`config.mk`:
```
export PLATFORM = sky130hd
export DESIGN_NAME = ysyx_23060229_mem_arb
export DESIGN_NICKNAME = d
export VERILOG_FILES = /design/src/rtl/ysyx_23060229_mem_arb.sv
export SDC_FILE = /design/constraint.sdc
export NUM_CORES = 1
export LEC_CHECK = 0
export BUFFER_PORTS_ARGS = -buffer_cell sky130_fd_sc_hd__buf_4
export CORE_MARGIN = 2
export CORE_UTILIZATION = 42
export DETAILED_ROUTE_END_ITERATION = 6
export GPL_TIMING_DRIVEN = 0
export PLACE_DENSITY_LB_ADDON = 0.2
export SETUP_SLACK_MARGIN = 0.3
export SLEW_MARGIN = 10
export SYNTH_ARGS = -nofsm -noshare
export SYNTH_HDL_FRONTEND = slang
export SYNTH_SLANG_ARGS = --single-unit
export TNS_END_PERCENT = 50
```
`constraint.sdc`:
```
create_clock -name clk -period 1.7 [get_ports clk]
set_input_delay 0.17 -clock clk [delete_from_list [all_inputs] [get_ports clk]]
set_output_delay 0.17 -clock clk [all_outputs]
set_load 0.01 [all_outputs]
```
`src/rtl/ysyx_23060229_mem_arb.sv`:
```
// Shares one memory master port between instruction fetch and load/store.
// One transaction in flight; a watchdog retires hung accesses with an error.
module ysyx_23060229_mem_arb #(
    parameter int AW      = 32,
    parameter int DW      = 32,
    parameter int TIMEOUT = 1023
) (
    input  logic          clk,
    input  logic          rst,
    input  logic          ifu_req,
    input  logic [AW-1:0] ifu_addr,
    output logic          ifu_gnt,
    output logic          ifu_rvalid,
    output logic [DW-1:0] ifu_rdata,
    output logic          ifu_err,
    input  logic          lsu_req,
    input  logic          lsu_wen,
    input  logic [AW-1:0] lsu_addr,
    input  logic [DW-1:0] lsu_wdata,
    input  logic [7:0]    lsu_wmask,
    output logic          lsu_gnt,
    output logic          lsu_rvalid,
    output logic [DW-1:0] lsu_rdata,
    output logic          lsu_err,
    output logic          mem_req,
    output logic          mem_wen,
    output logic [AW-1:0] mem_addr,
    output logic [DW-1:0] mem_wdata,
    output logic [7:0]    mem_wmask,
    input  logic          mem_ready,
    input  logic          mem_resp,
    input  logic [DW-1:0] mem_rdata
);

    localparam int CW = $clog2(TIMEOUT + 1);
    localparam logic [CW-1:0] CNT_LAST = CW'(TIMEOUT - 1);

    typedef enum logic [1:0] {
        IDLE,
        ISSUE,
        WAIT,
        DONE
    } state_t;

    state_t        state;
    state_t        state_nx;
    logic          owner;
    logic          last_owner;
    logic          wen_q;
    logic [AW-1:0] addr_q;
    logic [DW-1:0] wdata_q;
    logic [7:0]    wmask_q;
    logic [DW-1:0] rdata_q;
    logic          err_q;
    logic [CW-1:0] cnt;

    logic idle;
    logic busy;
    logic pick_lsu;
    logic ifu_win;
    logic lsu_win;
    logic fin;
    logic hit_to;

    // owner/last_owner encode 1 = LSU, 0 = IFU
    assign idle     = (state == IDLE) & rst;
    assign busy     = (state == ISSUE) | (state == WAIT);
    assign pick_lsu = lsu_req & (~ifu_req | ~last_owner);
    assign ifu_win  = idle & ifu_req & ~pick_lsu;
    assign lsu_win  = idle & pick_lsu;
    assign fin      = ((state == ISSUE) & mem_ready & mem_resp)
                    | ((state == WAIT) & mem_resp);
    assign hit_to   = busy & (cnt == CNT_LAST);

    always_ff @(posedge clk or negedge rst) begin
        if (!rst) begin
            state <= IDLE;
        end else begin
            state <= state_nx;
        end
    end

    always_comb begin
        state_nx = state;
        unique case (state)
            IDLE: begin
                if (ifu_win | lsu_win) state_nx = ISSUE;
            end
            ISSUE: begin
                if (fin | hit_to)      state_nx = DONE;
                else if (mem_ready)    state_nx = WAIT;
            end
            WAIT: begin
                if (fin | hit_to)      state_nx = DONE;
            end
            DONE: begin
                state_nx = IDLE;
            end
            default: state_nx = IDLE;
        endcase
    end

    always_ff @(posedge clk or negedge rst) begin
        if (!rst) begin
            owner      <= 1'b0;
            last_owner <= 1'b0;
            wen_q      <= 1'b0;
            addr_q     <= '0;
            wdata_q    <= '0;
            wmask_q    <= '0;
            rdata_q    <= '0;
            err_q      <= 1'b0;
            cnt        <= '0;
        end else begin
            if (ifu_win | lsu_win) begin
                owner   <= lsu_win;
                wen_q   <= lsu_win & lsu_wen;
                addr_q  <= lsu_win ? lsu_addr : ifu_addr;
                wdata_q <= (lsu_win & lsu_wen) ? lsu_wdata : '0;
                wmask_q <= (lsu_win & lsu_wen) ? lsu_wmask : '0;
                cnt     <= '0;
            end else if (busy) begin
                cnt <= cnt + 1'b1;
            end
            // A completion in the timeout cycle still wins
            if (fin) begin
                rdata_q <= wen_q ? '0 : mem_rdata;
                err_q   <= 1'b0;
            end else if (hit_to) begin
                rdata_q <= '0;
                err_q   <= 1'b1;
            end else if (state == DONE) begin
                rdata_q <= '0;
                err_q   <= 1'b0;
            end
            if (state == DONE) last_owner <= owner;
        end
    end

    always_comb begin
        ifu_gnt    = ifu_win;
        lsu_gnt    = lsu_win;
        mem_req    = (state == ISSUE);
        mem_wen    = 1'b0;
        mem_addr   = '0;
        mem_wdata  = '0;
        mem_wmask  = '0;
        ifu_rvalid = 1'b0;
        ifu_rdata  = '0;
        ifu_err    = 1'b0;
        lsu_rvalid = 1'b0;
        lsu_rdata  = '0;
        lsu_err    = 1'b0;
        if (state == ISSUE) begin
            mem_wen   = wen_q;
            mem_addr  = addr_q;
            mem_wdata = wdata_q;
            mem_wmask = wmask_q;
        end
        if (state == DONE) begin
            if (owner) begin
                lsu_rvalid = 1'b1;
                lsu_rdata  = rdata_q;
                lsu_err    = err_q;
            end else begin
                ifu_rvalid = 1'b1;
                ifu_rdata  = rdata_q;
                ifu_err    = err_q;
            end
        end
    end

endmodule

```
Yosys cells after proc, flatten, opt, wreduce, memory -nomap -nowiden
Index checks and enable logic that the tools add are counted.

storage, ports and cells
  word-level logic and storage cells = 73
  input bits = 143
  output and inout port bits = 144
  flip-flop bits (word level) = 120

operators by class
  eq/ne operators = 7
  bitwise logic cells = 18
  multiplexer cells = 33
  reduce and logical (&&, ||, !) cells = 4
  add/subtract/negate cells = 1

operators by type and width
  cell                     count
  $mux W32                 12
  $mux W10                 2
  $mux W8                  2
  $mux W1                  12
  $add A10 B1 Y10 const B  1
  $and A1 B1 Y1            10
  $eq A10 B10 Y1 const B   1
  $mux W2                  4
  $pmux W2 S4              1
  $or A1 B1 Y1             5
  $eq A2 B2 Y1 const B     2
  $ne A2 B1 Y1 const B     2
  $ne A3 B1 Y1 const B     1
  $not A1 Y1               3
  $reduce_and A3 Y1        1
  $reduce_bool A3 Y1       1
  $eq A2 B1 Y1 const B     1
  $logic_not A2 Y1         1
  $reduce_bool A2 Y1       1

Depth between registers and ports, before layout
Gate-level depths: netlist (run 1).

  word-level depth = 8
  mapped depth = 9
  mapped depth without buffers = 6

Worst setup path after synthesis (run 1)
Ideal clock, no wire load.

  kind = flip-flop to flip-flop
  start point = register state[0]
  end point = register state[1]
  data required time = 1.572 ns
  setup time = 0.128 ns
  path slack = -0.155 ns
  path buffers = 1
  cell stages (with the launch flop) = 8
  arrival = 1.727 ns
  period minus slack after synthesis = 1.855 ns
  path through = dfrtp_1 inv_1 ha_1 buf_2 nand3_1 nor3_4 o31ai_1 mux2_1

between the ends
  longest elaborated chain between the ends = 7
  elaborated cells between the ends (all ways) = 22
  classes of those cells = eq/ne (6); mux (2); bitwise (12); reduce/logical (2)

ends and longest elaborated chain
  element                      RTL line    text
  from (decl)                  45          state_t state;
  from (signal assigned)       79          state <= state_nx;
  $eq A2 B1 Y1                 67, 71, 85
  $and A1 B1 Y1 (2 in series)  71          assign fin = ((state == ISSUE) & mem_ready & mem_resp)
  $or A1 B1 Y1                 72          | ((state == WAIT) & mem_resp);
  $or A1 B1 Y1                 90          if (fin | hit_to) state_nx = DONE;
  $mux W2                      90
  $pmux W2 S4 *                85          unique case (state)
  named net state_nx[1]        46          state_t state_nx;

Mark *: on every way through the listed nets, which the timed path passes. The rest lies on a longest branch.
A chain may end at the register's enable or synchronous reset.

Final worst setup path (run 1)
  start point = register state[1]
  end point = register rdata_q[19]

between the ends
  longest elaborated chain between the ends = 5
  elaborated cells between the ends (all ways) = 12
  classes of those cells = eq/ne (3); mux (2); bitwise (6); reduce/logical (1)

ends and longest elaborated chain
  element                                                          RTL line    text
  $eq A2 B1 Y1 or $eq A2 B2 Y1 (tied branches)                     67, 71, 72
  $and A1 B1 Y1 or $or A1 B1 Y1 (tied branches)                    71, 67
  $and A1 B1 Y1, on equally long branches                          71, 73
  $or A1 B1 Y1 or $mux W32 (tied branches)                         72, 129
  $reduce_bool A3 Y1 (no source line) or $mux W32 (tied branches)  --
  to (signal assigned)                                             127         rdata_q <= wen_q ? '0 : mem_rdata;
  to (decl)                                                        53          logic [DW-1:0] rdata_q;

Parallel ways exist; a longest one is shown, timed or not.

==> run metrics, run 1 <==
first-pass GRT wire length 35,700 um; total die area 14,600 sq um; Tmin final 2.04 ns; IO Pins 287; failing checks hold timing, setup timing; Remaining DRCs 0; startpoint types flip-flop; Critical Path RT 1.99 ns; Synth top cells by count 120 x dfrtp_1, 108 x and2_1, 75 x nor2_1; Die Y 121 um; Vias/cell 5.64; share of post-route cells with drive strength above 1 60.2%; syn nets 704; part of the cycle the worst path needs 120%; CP endpoint kind flip-flop; EDFF count, synth 0; WL per Instance 22.9 um; M3 GR Usage 8.35%; FF+latch count, synth 120; initial core utilization 43.0%; final core area utilization 87.6%; number of global-route vias before repair 6,752; final wirelength 27,100 um; Area growth, synth to finish 104%; Inserted Clock Buffers 17; met1 Use GR 33.5%; synth warn 0; CP Max Fanout 6; Hold/Removal Path Class input pin to async pin; Worst Tran Pin Value 0.496 ns; largest net degree at the start of global routing 94; Cells after Synth 554; Total GRT Usage 32.0%; Worst-path clk slew 0.06 ns; GRT Max-Usage Layer met2; Worst-Skew Late Latency 0.42 ns; mapped cell area 5720 sq um; post-layout worst setup margin -0.340 ns; syn avg cell area 10.3 sq um; Synth cell types 37; synth top area cells dfrtp_1 52%, and2_1 12%, a22o_1 11%; Max Root-Sink Buffers 2; Async SR Flop Fraction 100%; initial antenna violation count 0; Ant. Diodes 0; IO Port Bufs 286; Final Non-Filler Cells 1,181; Clock Skew 0.0117 ns; Max Cap Viol 0; placed instance count 1,017; met2 Usage GRT 59.6%; final hold vios 89; Synth top area share 52.5%; H-tree depth 4; crit path DAT 2.33 ns; grt ovf 0; Primary FF master, synth dfrtp_1; Post-DP Area 8410 sq um; Placeable Area 13,300 sq um; final net count 1,143; cts-stage hold buffer count 78; dpl hpwl 13,300 um; Final setup violation count 249; VDD IR-drop max 0.988 mV; area leader, netlist dfrtp_1; Min Hold Slack -0.231 ns; RSZ-0062 raised after global routing yes; Initial DRC Count 434; top-count cell post-synth dfrtp_1; Row Count 42; Post-Layout Inst Area 11,600 sq um; clock tree root buffer cell clkbuf_16; Crit Path Class flip-flop to flip-flop; sequential area share after synthesis 52.5%; TritonCTS clock tree done; drt first pass iters 6; Rel. slew slack 66.9%; # clock sinks 120; status finished, violations left; Placer Congestion 0.831; Die Width 121 um; Slew Limit Fails 0; Leakage Power 5.75 nW; pwr/cell area 1660 nW/um^2; DR vias 6,665; Final ANT Viol Nets 0; Max Fclk 490 MHz
-- cells by family after synthesis --
kind of cell	synth area share, %
xor gates and xnor gates	1.07
AOI/OAI and AO/OA	16.5
and+or+nand+nor	23.3
buffers and inverters	4.88
muxes	0.197
DFF	52.5
adders and majority gates	1.53
-- where the power goes --
part	leakage (nW)	total, W	switching, W	internal [W]
Combinational	3.95	0.0104	0.00446	0.00591
Clock	0.278	0.00342	0.00133	0.00209
Sequential	1.52	0.00550	0.00129	0.00421
Total	5.75	0.0193	0.00708	0.0122
-- per-layer routing --
| metal | up-vias | part of all wire (%) |
|---|---|---|
| li1 | 2808 | - |
| met1 | 3296 | 34 |
| met2 | 462 | 53 |
| met3 | 99 | 8.0 |
| met4 | 0 | 4.3 |
| met5 | - | 0 |
-- sequential cells by signal, summed over array words and instances (netlist names) --
name and flops:
wmask_q 8, rdata_q 32, wen_q 1, err_q 1, last_owner 1, wdata_q 32, addr_q 32, owner 1
cnt 10, state 2
-- layout make-up --
cell class | count | area (sq um)
Clock inverter | 10 | 77.6
Timing Repair Buffer | 419 | 4050
Clock buffer | 21 | 470
Tap cell | 176 | 220
Sequential cell | 120 | 3010
Buffer | 46 | 603
Inverter | 9 | 46.3
Multi-Input combinational cell | 380 | 3170
Fill cell | 555 | 1650
-- critical path, cell delays in order (launching register included) --
cell	delay, ns
dfrtp_2	0.44
inv_4	0.07
ha_4	0.27
buf_8	0.11
nand3_4	0.07
nor3_4	0.24
buf_6	0.16
nor3_4	0.05
buf_6	0.14
buf_6	0.13
a22o_1	0.23
-- layout by cell type, fill, tap and decap left out, drive strengths merged, types with 3 or more instances in the layout --
cell,netlist,layout
nand4,4,4
xor2,3,3
o22ai,32,32
nor2,75,76
ha,7,7
a21oi,5,5
clkinv,0,9
clkbuf,27,36
xnor2,4,4
nand3,6,6
a22o,72,72
inv,9,8
nand2,6,6
and2,108,108
dfrtp,120,120
a21o,3,3
and3,33,33
nor3,5,5
o21ai,3,3
dlygate4sd3,0,76
buf,19,374
-- path summary, 6_finish.rpt --
path	startpoint	endpoint	slack, ns	cells past startpoint
max reg2reg	state[1]	rdata_q[19]	-0.34	10
min	rst	wdata_q[8]	-0.23	2
min reg2reg	wdata_q[29]	wdata_q[29]	0.51	1
max in group asynchronous	rst	addr_q[31]	1.10	4
max	state[1]	rdata_q[19]	-0.34	10
min in group clk	lsu_addr[4]	addr_q[4]	0	3
-- timing repair --
item,in CTS,in global routing
pin swaps,32,20
hold endpoints to repair,106,89
gates cloned,14,5
setup buffers,17,19
endpoints found under the setup margin,262,263
resized for setup,280,144
-- per-stage QoR --
step           TNS (ns)  total power (W)  hold WS [ns]  setup slack [ns]
6_report         -55.82           0.0193        -0.231            -0.340
5_1_grt          -67.11           0.0200        -0.187            -0.392
4_1_cts          -45.45           0.0172        -0.188            -0.283
3_5_place_dp    -103.83           0.0112        0.0687            -0.934
3_3_place_gp    -159.98           0.0110         0.389             -1.71
2_1_floorplan     -1.31          0.00859        -0.126           -0.0426
No activity file was read; power rests on OpenSTA's default activity.
==> run 2, diff against run 1 <==
Settings changed: CORE_UTILIZATION 42 to 43, CTS_BUF_LIST from default to sky130_fd_sc_hd__clkbuf_2.
==> run metrics, run 2 (synthesis gave the netlist of run 1 again) <==
Leakage Power 5.76 nW (was 5.75 nW); total die area 14,200 sq um (was 14,600 sq um); Final ANT Viol Nets 0 (unchanged); Crit Path Class flip-flop to flip-flop (unchanged); Hold/Removal Path Class input pin to async pin (unchanged); largest net degree at the start of global routing 67 (was 94); share of post-route cells with drive strength above 1 57.0% (was 60.2%); Row Count 42 (unchanged); Psw 0.00684 W (was 0.00708 W); final hold vios 120 (was 89); Max Fclk 437 MHz (was 490 MHz); Tmin final 2.29 ns (was 2.04 ns); Final Non-Filler Cells 1,235 (was 1,181); IO Port Bufs 286 (unchanged); footprint of the multi-input gates 3210 sq um (was 3170 sq um); Pint 0.0105 W (was 0.0122 W); sw frac 39.4% (was 36.7%); crit path DAT 2.87 ns (was 2.33 ns); Vias/cell 5.71 (was 5.64); commonest non-fill, non-tap cell in the layout buf_4 (unchanged); grt ovf 0 (unchanged); DR vias 7,056 (was 6,665); RSZ-0062 raised after global routing yes (unchanged); Max Cap Viol 0 (unchanged); failing checks DRC, hold timing, setup timing (was hold timing, setup timing); Flop pwr share 31.5% (was 28.5%); WL per Instance 22.8 um (was 22.9 um); CP Max Fanout 3 (was 6); TritonCTS clock tree done (unchanged); clock tree root buffer cell clkbuf_2 (was clkbuf_16); Post-Layout Inst Area 11,900 sq um (was 11,600 sq um); part of the cycle the worst path needs 135% (was 120%); FILL cells 466 (was 555); biggest regs addr_q (32), rdata_q (32), wdata_q (32) (unchanged); number of global-route vias before repair 7,204 (was 6,752); Slew Limit Fails 0 (unchanged); Placeable Area 13,100 sq um (was 13,300 sq um); placed instance count 1,017 (unchanged); Post-DP Area 8410 sq um (unchanged); Max Root-Sink Buffers 2 (unchanged); Die Y 119 um (was 121 um); Rel. slew slack 61.2% (was 66.9%); Die Width 119 um (was 121 um); Inserted Clock Buffers 17 (unchanged); Initial DRC Count 630 (was 434); startpoint types flip-flop (unchanged); Final setup violation count 248 (was 249); Critical Path RT 2.28 ns (was 1.99 ns); H-tree depth 4 (unchanged); final wirelength 28,200 um (was 27,100 um); pwr/cell area 1460 nW/um^2 (was 1660 nW/um^2); CP endpoint kind flip-flop (unchanged); Clock Skew 0.0533 ns (was 0.0117 ns); VDD IR-drop max 0.738 mV (was 0.988 mV); status finished, violations left (unchanged); Placer Congestion 0.853 (was 0.831); initial core utilization 43.6% (was 43.0%); share of total power in combinational logic 59.4% (was 53.8%); initial antenna violation count 0 (unchanged); Worst Tran Pin Value 0.582 ns (was 0.496 ns); Worst-Skew Late Latency 0.72 ns (was 0.42 ns); sequential cell area 3010 sq um (unchanged); dpl hpwl 12,700 um (was 13,300 um); final net count 1,199 (was 1,143); commonest non-fill, non-tap cells in the layout 170 x buf_4, 159 x buf_6, 141 x dlygate4sd3_1 (was 187 x buf_4, 149 x buf_6, 117 x dfrtp_1); cts-stage hold buffer count 141 (was 78); clock network fraction of total power 9.1% (was 17.7%); Remaining DRCs 3 (was 0); Ant. Diodes 0 (unchanged); Worst-path clk slew 0.17 ns (was 0.06 ns); Area growth, synth to finish 107% (was 104%); IO Pins 287 (unchanged); Total GRT Usage 34.3% (was 32.0%); # clock sinks 120 (unchanged); drt first pass iters 7 (was 6); final core area utilization 90.3% (was 87.6%); first-pass GRT wire length 37,500 um (was 35,700 um); Min Hold Slack -0.573 ns (was -0.231 ns); post-layout worst setup margin -0.588 ns (was -0.340 ns)
==> run 2: cell types whose count changed in the layout (fill, tap and decap cells not counted), moves of 6 or more <==
| cell | previous run | this run |
|---|---|---|
| nor2_2 | 1 | 7 |
| dlygate4sd3_1 | 76 | 141 |
| buf_8 | 30 | 17 |
| and3_4 | 14 | 30 |
| buf_4 | 187 | 170 |
| clkbuf_16 | 24 | 7 |
| clkinv_2 | 8 | 2 |
| clkbuf_8 | 4 | 12 |
| buf_6 | 149 | 159 |
| nor2_4 | 8 | 2 |
| and3_1 | 19 | 3 |
| clkbuf_2 | 3 | 27 |
==> run 2: routing by layer <==
| layer | global-route usage [%] | vias up | part of all wire (%) |
|---|---|---|---|
| met4 | 19.2 | 0 | 6.5 |
| met2 | 61.1 | 502 | 52 |
| met3 | 8.57 | 150 | 7.9 |
| li1 | - | 2926 | - |
| met5 | 0 | - | 0 |
| met1 | 36.9 | 3478 | 33 |
==> run 2: final timing paths <==
path / cells past startpoint / slack, ns / endpoint / startpoint
worst max-delay path: 15 / -0.59 / owner / state[1]
worst min-delay path: 1 / -0.57 / wdata_q[12] / rst
worst max register to register: 15 / -0.59 / owner / state[1]
worst min register to register: 1 / 0.53 / wdata_q[28] / wdata_q[28]
max in group asynchronous: 2 / 1.54 / addr_q[21] / rst
min in group clk: 5 / 0.13 / state[1] / lsu_req
==> run 2: area by class of cell <==
cell class / count / area share (%)
multi-input cells: 380 / 27.1
inverters: 9 / 0.369
well taps: 176 / 1.86
flip-flops and latches: 120 / 25.4
clock buffers: 21 / 0.886
clock inverters: 8 / 0.496
repair buffers: 475 / 39.2
plain buffers: 46 / 4.78
==> run 2: stage by stage <==
step	hold slack (ns)	setup TNS [ns]	setup slack (ns)	power, W
final	-0.573	-96.18	-0.588	0.0174
after global routing	-0.575	-116.60	-0.655	0.0180
after CTS	-0.598	-91.55	-0.594	0.0155
after detailed placement	0.179	-109.70	-0.974	0.0112
after global placement	0.388	-165.57	-1.73	0.0109
after floorplan	-0.126	-1.31	-0.0426	0.00859
==> run 2: power by group through the flow <==
stage	Sequential, W	Clock (W)	Combinational [W]
after floorplan	0.00479	0	0.00380
after global placement	0.00500	0	0.00592
after detailed placement	0.00507	0	0.00608
after CTS	0.00515	0.00152	0.00885
after global routing	0.00554	0.00172	0.0108
final	0.00548	0.00158	0.0103
==> run 2: critical path: stages, from the launching register on <==
cell,delay (ns)
dfrtp_2,0.48
inv_4,0.10
ha_4,0.15
nand3_2,0.07
buf_4,0.15
buf_4,0.13
buf_4,0.13
buf_4,0.13
buf_4,0.12
buf_4,0.12
buf_4,0.13
buf_4,0.13
buf_4,0.13
buf_4,0.12
nand2_1,0.06
nand2_1,0.05
==> run 2: repair_timing <==
action,in CTS,in global routing
buffers inserted,26,6
resized for setup,276,137
hold endpoints to repair,226,120
gates cloned,14,2
pin swaps,13,18
endpoints found under the setup margin,263,262
